===== src/rtl/rr_interval_classifier.sv =====
// R-R interval measurement and rhythm classification between accepted R-peak events.
// Emits a one-cycle rr_valid strobe with the interval, running average and live flags.
module rr_interval_classifier #(
  parameter int CNT_W      = 12,
  parameter int REFRACT_MS = 200,
  parameter int TACHY_MS   = 600,
  parameter int BRADY_MS   = 1000,
  parameter int TIMEOUT_MS = 3000
) (
  input  logic             clk,
  input  logic             rst,
  input  logic             tick_ms,
  input  logic             beat,
  output logic             rr_valid,
  output logic [CNT_W-1:0] rr_ms,
  output logic [CNT_W-1:0] rr_avg,
  output logic             live_brady,
  output logic             live_tachy,
  output logic             live_irreg,
  output logic             live_normal
);

  localparam logic [CNT_W-1:0] REFRACT_C      = CNT_W'(REFRACT_MS);
  localparam logic [CNT_W-1:0] TACHY_C        = CNT_W'(TACHY_MS);
  localparam logic [CNT_W-1:0] BRADY_C        = CNT_W'(BRADY_MS);
  localparam logic [CNT_W-1:0] TIMEOUT_C      = CNT_W'(TIMEOUT_MS);
  localparam logic [CNT_W-1:0] TIMEOUT_LAST_C = CNT_W'(TIMEOUT_MS - 1);

  typedef enum logic {
    ST_IDLE  = 1'b0,
    ST_ARMED = 1'b1
  } state_t;

  state_t           state_q, state_d;
  logic [CNT_W-1:0] cnt_q, cnt_d;
  logic [2:0]       n_int_q, n_int_d;
  logic             beat_prev_q, beat_prev_d;
  logic             rr_valid_q, rr_valid_d;
  logic [CNT_W-1:0] rr_ms_q, rr_ms_d;
  logic [CNT_W-1:0] rr_avg_q, rr_avg_d;
  logic             brady_q, brady_d;
  logic             tachy_q, tachy_d;
  logic             irreg_q, irreg_d;
  logic             normal_q, normal_d;

  logic                    beat_evt_s;
  logic                    brady_s;
  logic                    tachy_s;
  logic                    irreg_s;
  logic [CNT_W:0]          dev_s;
  logic signed [CNT_W:0]   delta_s;
  logic signed [CNT_W:0]   avg_sum_s;
  logic [CNT_W-1:0]        avg_next_s;

  // Classification and average arithmetic on the candidate interval (the current count).
  always_comb begin
    beat_evt_s = beat & ~beat_prev_q;
    brady_s    = (cnt_q > BRADY_C);
    tachy_s    = (cnt_q < TACHY_C);
    dev_s      = (cnt_q >= rr_avg_q) ? ({1'b0, cnt_q} - {1'b0, rr_avg_q})
                                     : ({1'b0, rr_avg_q} - {1'b0, cnt_q});
    irreg_s    = (n_int_q >= 3'd4) && (dev_s > {1'b0, (rr_avg_q >> 3)});
    delta_s    = $signed({1'b0, cnt_q}) - $signed({1'b0, rr_avg_q});
    avg_sum_s  = $signed({1'b0, rr_avg_q}) + (delta_s >>> 2);
    avg_next_s = (n_int_q == 3'd0) ? cnt_q : avg_sum_s[CNT_W-1:0];
  end

  // Next-state: arming, interval counting, acceptance and timeout.
  always_comb begin
    state_d     = state_q;
    cnt_d       = cnt_q;
    n_int_d     = n_int_q;
    beat_prev_d = beat;
    rr_valid_d  = 1'b0;
    rr_ms_d     = rr_ms_q;
    rr_avg_d    = rr_avg_q;
    brady_d     = brady_q;
    tachy_d     = tachy_q;
    irreg_d     = irreg_q;
    normal_d    = normal_q;
    case (state_q)
      ST_IDLE: begin
        if (beat_evt_s) begin
          state_d = ST_ARMED;
          cnt_d   = {CNT_W{1'b0}};
        end else begin
          cnt_d   = cnt_q;
        end
      end
      ST_ARMED: begin
        // A beat wins over a coincident timeout tick; refractory beats fall through to counting.
        if (beat_evt_s && (cnt_q >= REFRACT_C)) begin
          cnt_d      = {CNT_W{1'b0}};
          rr_valid_d = 1'b1;
          rr_ms_d    = cnt_q;
          rr_avg_d   = avg_next_s;
          brady_d    = brady_s;
          tachy_d    = tachy_s;
          irreg_d    = irreg_s;
          normal_d   = ~brady_s & ~tachy_s & ~irreg_s;
          n_int_d    = (n_int_q < 3'd4) ? (n_int_q + 3'd1) : n_int_q;
        end else if (tick_ms && (cnt_q == TIMEOUT_LAST_C)) begin
          state_d    = ST_IDLE;
          cnt_d      = {CNT_W{1'b0}};
          n_int_d    = 3'd0;
          rr_valid_d = 1'b1;
          rr_ms_d    = TIMEOUT_C;
          brady_d    = 1'b1;
          tachy_d    = 1'b0;
          irreg_d    = 1'b0;
          normal_d   = 1'b0;
        end else if (tick_ms) begin
          cnt_d = cnt_q + {{(CNT_W-1){1'b0}}, 1'b1};
        end else begin
          cnt_d = cnt_q;
        end
      end
      default: begin
        state_d = ST_IDLE;
        cnt_d   = {CNT_W{1'b0}};
        n_int_d = 3'd0;
      end
    endcase
  end

  // State and registered outputs, synchronous active-high reset.
  always_ff @(posedge clk) begin
    if (rst) begin
      state_q     <= ST_IDLE;
      cnt_q       <= {CNT_W{1'b0}};
      n_int_q     <= 3'd0;
      beat_prev_q <= 1'b0;
      rr_valid_q  <= 1'b0;
      rr_ms_q     <= {CNT_W{1'b0}};
      rr_avg_q    <= {CNT_W{1'b0}};
      brady_q     <= 1'b0;
      tachy_q     <= 1'b0;
      irreg_q     <= 1'b0;
      normal_q    <= 1'b0;
    end else begin
      state_q     <= state_d;
      cnt_q       <= cnt_d;
      n_int_q     <= n_int_d;
      beat_prev_q <= beat_prev_d;
      rr_valid_q  <= rr_valid_d;
      rr_ms_q     <= rr_ms_d;
      rr_avg_q    <= rr_avg_d;
      brady_q     <= brady_d;
      tachy_q     <= tachy_d;
      irreg_q     <= irreg_d;
      normal_q    <= normal_d;
    end
  end

  assign rr_valid    = rr_valid_q;
  assign rr_ms       = rr_ms_q;
  assign rr_avg      = rr_avg_q;
  assign live_brady  = brady_q;
  assign live_tachy  = tachy_q;
  assign live_irreg  = irreg_q;
  assign live_normal = normal_q;

endmodule


===== config.mk =====
export PLATFORM = sky130hd
export DESIGN_NAME = rr_interval_classifier
export DESIGN_NICKNAME = d
export VERILOG_FILES = /design/src/rtl/rr_interval_classifier.sv
export SDC_FILE = /design/constraint.sdc
export NUM_CORES = 1
export LEC_CHECK = 0
export BUFFER_PORTS_ARGS = -buffer_cell sky130_fd_sc_hd__buf_2
export CORE_MARGIN = 2
export CORE_UTILIZATION = 50
export CTS_CLUSTER_SIZE = 30
export DETAILED_ROUTE_END_ITERATION = 12
export PLACE_DENSITY_LB_ADDON = 0.12
export SKIP_LAST_GASP = 1
export SLEW_MARGIN = 0
export SYNTH_ARGS = -nofsm -noshare
export SYNTH_HDL_FRONTEND = slang
export SYNTH_SLANG_ARGS = --single-unit

===== constraint.sdc =====
create_clock -name clk -period 4.6 [get_ports clk]
set_input_delay 0.23 -clock clk [delete_from_list [all_inputs] [get_ports clk]]
set_output_delay 0.23 -clock clk [all_outputs]
set_load 0.02 [all_outputs]

==> flow_summary.toml <==
[synthesis]
synth_edf_count = 0
synth_ff_type = "dfxtp_1"
ys_types = 69
synth_area_per_cell_um2 = 7.74
synth-seq-cells = 46
synth_seq_area_share_pct = 22.0
ys_async_sr_fraction_pct = 0
syn_inst = 542
syn_area_um2 = 4190
yosys_warnings = 0
syn_nets = 597

[critical_path]
rrSetupSlack_ns = 0.30
cp-endpoint = "live_normal"
path_max_fanout = 9
critPathKind = "flop to flop"
crit_arrival_ns = 4.52
r2r_cells = 18
start_kind = "flop"
end_kind = "flop"
worstSetupStartpoint = "rr_avg[4]"
reg2reg_to = "live_normal"
required_ns = 4.82
regToRegStartpoint = "rr_avg[4]"

[die]
start_util_pct = 51.3
num_rows = 33
coreArea_um2 = 8180
io_pins = 33
die_area_um2 = 9130
die_h_um = 95.6
die_width_um = 95.6

[power_and_ir_drop]
power.switching_uw = 179
powerDensity_nw_per_um2 = 162
switching_share_pct = 24.4
irDropWorstVdd_uv = 125
p_leak_uw = 0.00192
seqPwrFrac_pct = 54.8
internal_power_uw = 555
clkPwrFrac_pct = 38.4
comb_power_share_pct = 6.8

[placement]
dp_cells = 660
place_ws_ns = 0.202
dpl.hpwl_um = 9070
gp_congestion = 0.924
port_buffers = 32

[cells_and_area]
diodes = 0
drive_gt1_share_pct = 13.9
layout.cells.non_filler = 668
area_growth_pct = 8.24
final_nets = 617
final_common_cell = "nor2_1"
most-common-layout-cells = "nor2_1, nand2_1, a21oi_1, ha_1, dfxtp_1"

[global_routing]
overflow = 0
track_usage_pct = 26.1
grt_antenna_before_repair = 0
grt_max_degree = 48
grt_pass1_wl_um = 18500
grt_pass1_vias = 3674

[cts]
clock_latency_ns = 0.31
cts_setup_buffers = 0
cts_tree = "yes"
ctsHtreeMaxLevel = 2
cts_num_sinks = 46
cts_buffers = 5
path_clk_slew_ns = 0.09
clockRootBuffer = "clkbuf_8"
cts_buffer_depth = 2

[timing]
tns_ns = 0
relSlewSlack_pct = 29.2
worst_pin_slew_ns = 1.06
slew_viol_final = 0
min_period_over_period_pct = 93.4
fmax_ghz = 0.233
finClkSkew_ns = 0.0122
setup_violations = 0
finalWorstSetupSlack_ns = 0.302
fin_crit_ns = 4.30
rsz0062_at_grt = "false"
hold_violations = 0

[routing]
first_iter_violations = 245
drc = 0
routed_via_density = 5.98
avgRoutedWirePerCell_um = 17.5
wl_um = 11700
firstDrtPassIters = 5
ant_nets = 0
vias = 3993

[run_status]
status = "complete, no violations"

[job]
cap_violations = 0

[min_path]
hp-start = "beat"
hold_class = "primary input to flop"
final cells by class:
type                            count  area, um2
Clock buffer                        7       96.3
Clock inverter                      1       8.76
Fill cell                         812       3640
Inverter                           38        143
Multi-Input combinational cell    427       2980
Sequential cell                    46        925
Tap cell                          105        131
Timing Repair Buffer               44        250
power groups by stage:
| stage | registers (uW) | logic, uW | clock network (uW) |
|---|---|---|---|
| finish | 402 | 49.9 | 282 |
| global route | 402 | 55.6 | 305 |
| CTS | 402 | 49.9 | 292 |
| detailed placement | 411 | 49.5 | 0 |
| global placement | 411 | 49.6 | 0 |
| floorplan | 410 | 38.1 | 0 |
stage by stage:
step                      hold slack (ns)  power, uW  instance area [um2]  utilization (%)
after global placement              0.462        461                 4380             53.6
after global routing                0.146        763                 4540             55.5
after CTS                           0.137        744                 4490             54.9
after floorplan                     0.358        448                 4190                -
after detailed placement            0.466        461                 4380             53.6
final                               0.140        734                 4540             55.5
logic make-up after synthesis:
| group | share of synthesized area [%] |
|---|---|
| and+or+nand+nor | 21.6 |
| AOI/OAI and AO/OA | 25.3 |
| buffers and inverters | 7.94 |
| adders and majority gates | 15.8 |
| DFF | 22.0 |
| xor gates and xnor gates | 5.22 |
| muxes | 2.18 |
sequential cells by signal, summed over array words and instances (netlist names):
register     cells
live_normal      1
live_brady       1
n_int_q          3
beat_prev_q      1
rr_avg          12
live_tachy       1
rr_valid         1
state_q          1
live_irreg       1
cnt_q           12
rr_ms           12
worst max-delay path: stages (launching register included):
cell	delay, ns
dfxtp_1	0.41
inv_1	0.14
ha_4	0.35
nand2_1	0.09
o41ai_2	0.34
a21oi_1	0.12
o211a_1	0.31
o211ai_2	0.19
buf_4	0.18
mux2_2	0.34
ha_1	0.28
nor2b_1	0.13
o211ai_1	0.16
a21oi_1	0.11
a211oi_1	0.22
nor2_1	0.10
nor4_2	0.40
nor2_1	0.11
a221oi_2	0.23
routing by layer:
layer / GRT usage [%] / vias up / routed length (um)
li1: - / 1976 / -
met1: 36.1 / 1891 / 5520
met2: 43.2 / 109 / 5500
met3: 2.61 / 17 / 499
met4: 7.02 / 0 / 195
met5: 0 / - / 0
how the worst min path moves through the flow:
stage / cells after the start / endpoint / slack [ns]
after floorplan: 1 / beat_prev_q / 0.36
after global placement: 2 / beat_prev_q / 0.46
after detailed placement: 2 / beat_prev_q / 0.47
after CTS: 2 / beat_prev_q / 0.14
after global routing: 2 / beat_prev_q / 0.15
final: 2 / beat_prev_q / 0.14
synth_stat cells (all sizes together), types with 5 or more instances:
| cell | instances | area share, % |
|---|---|---|
| clkbuf | 17 | 2.5 |
| o21bai | 5 | 0.90 |
| a311oi | 12 | 2.5 |
| a22oi | 7 | 1.3 |
| o211ai | 9 | 1.7 |
| o21ai | 21 | 2.5 |
| nand3 | 17 | 2.0 |
| inv | 38 | 3.4 |
| nor3 | 15 | 1.8 |
| a21o | 9 | 1.6 |
| xor2 | 5 | 1.0 |
| xnor2 | 20 | 4.2 |
| ha | 48 | 14 |
| a31oi | 9 | 1.3 |
| a21oi | 43 | 5.1 |
| buf | 14 | 2.1 |
| and2 | 5 | 0.81 |
| mux2i | 8 | 1.9 |
| dfxtp | 46 | 22 |
| a211oi | 16 | 3.0 |
| nor2b | 8 | 1.3 |
| nand2 | 49 | 4.4 |
| nand2b | 5 | 0.75 |
| nor2 | 64 | 5.7 |
timing repair:
item | 4_1_cts | 5_1_grt
hold buffers | 0 | 0
endpoints found under the setup margin | 0 | 2
gates resized for setup | 0 | 12
(Power assumes the default switching activity.)
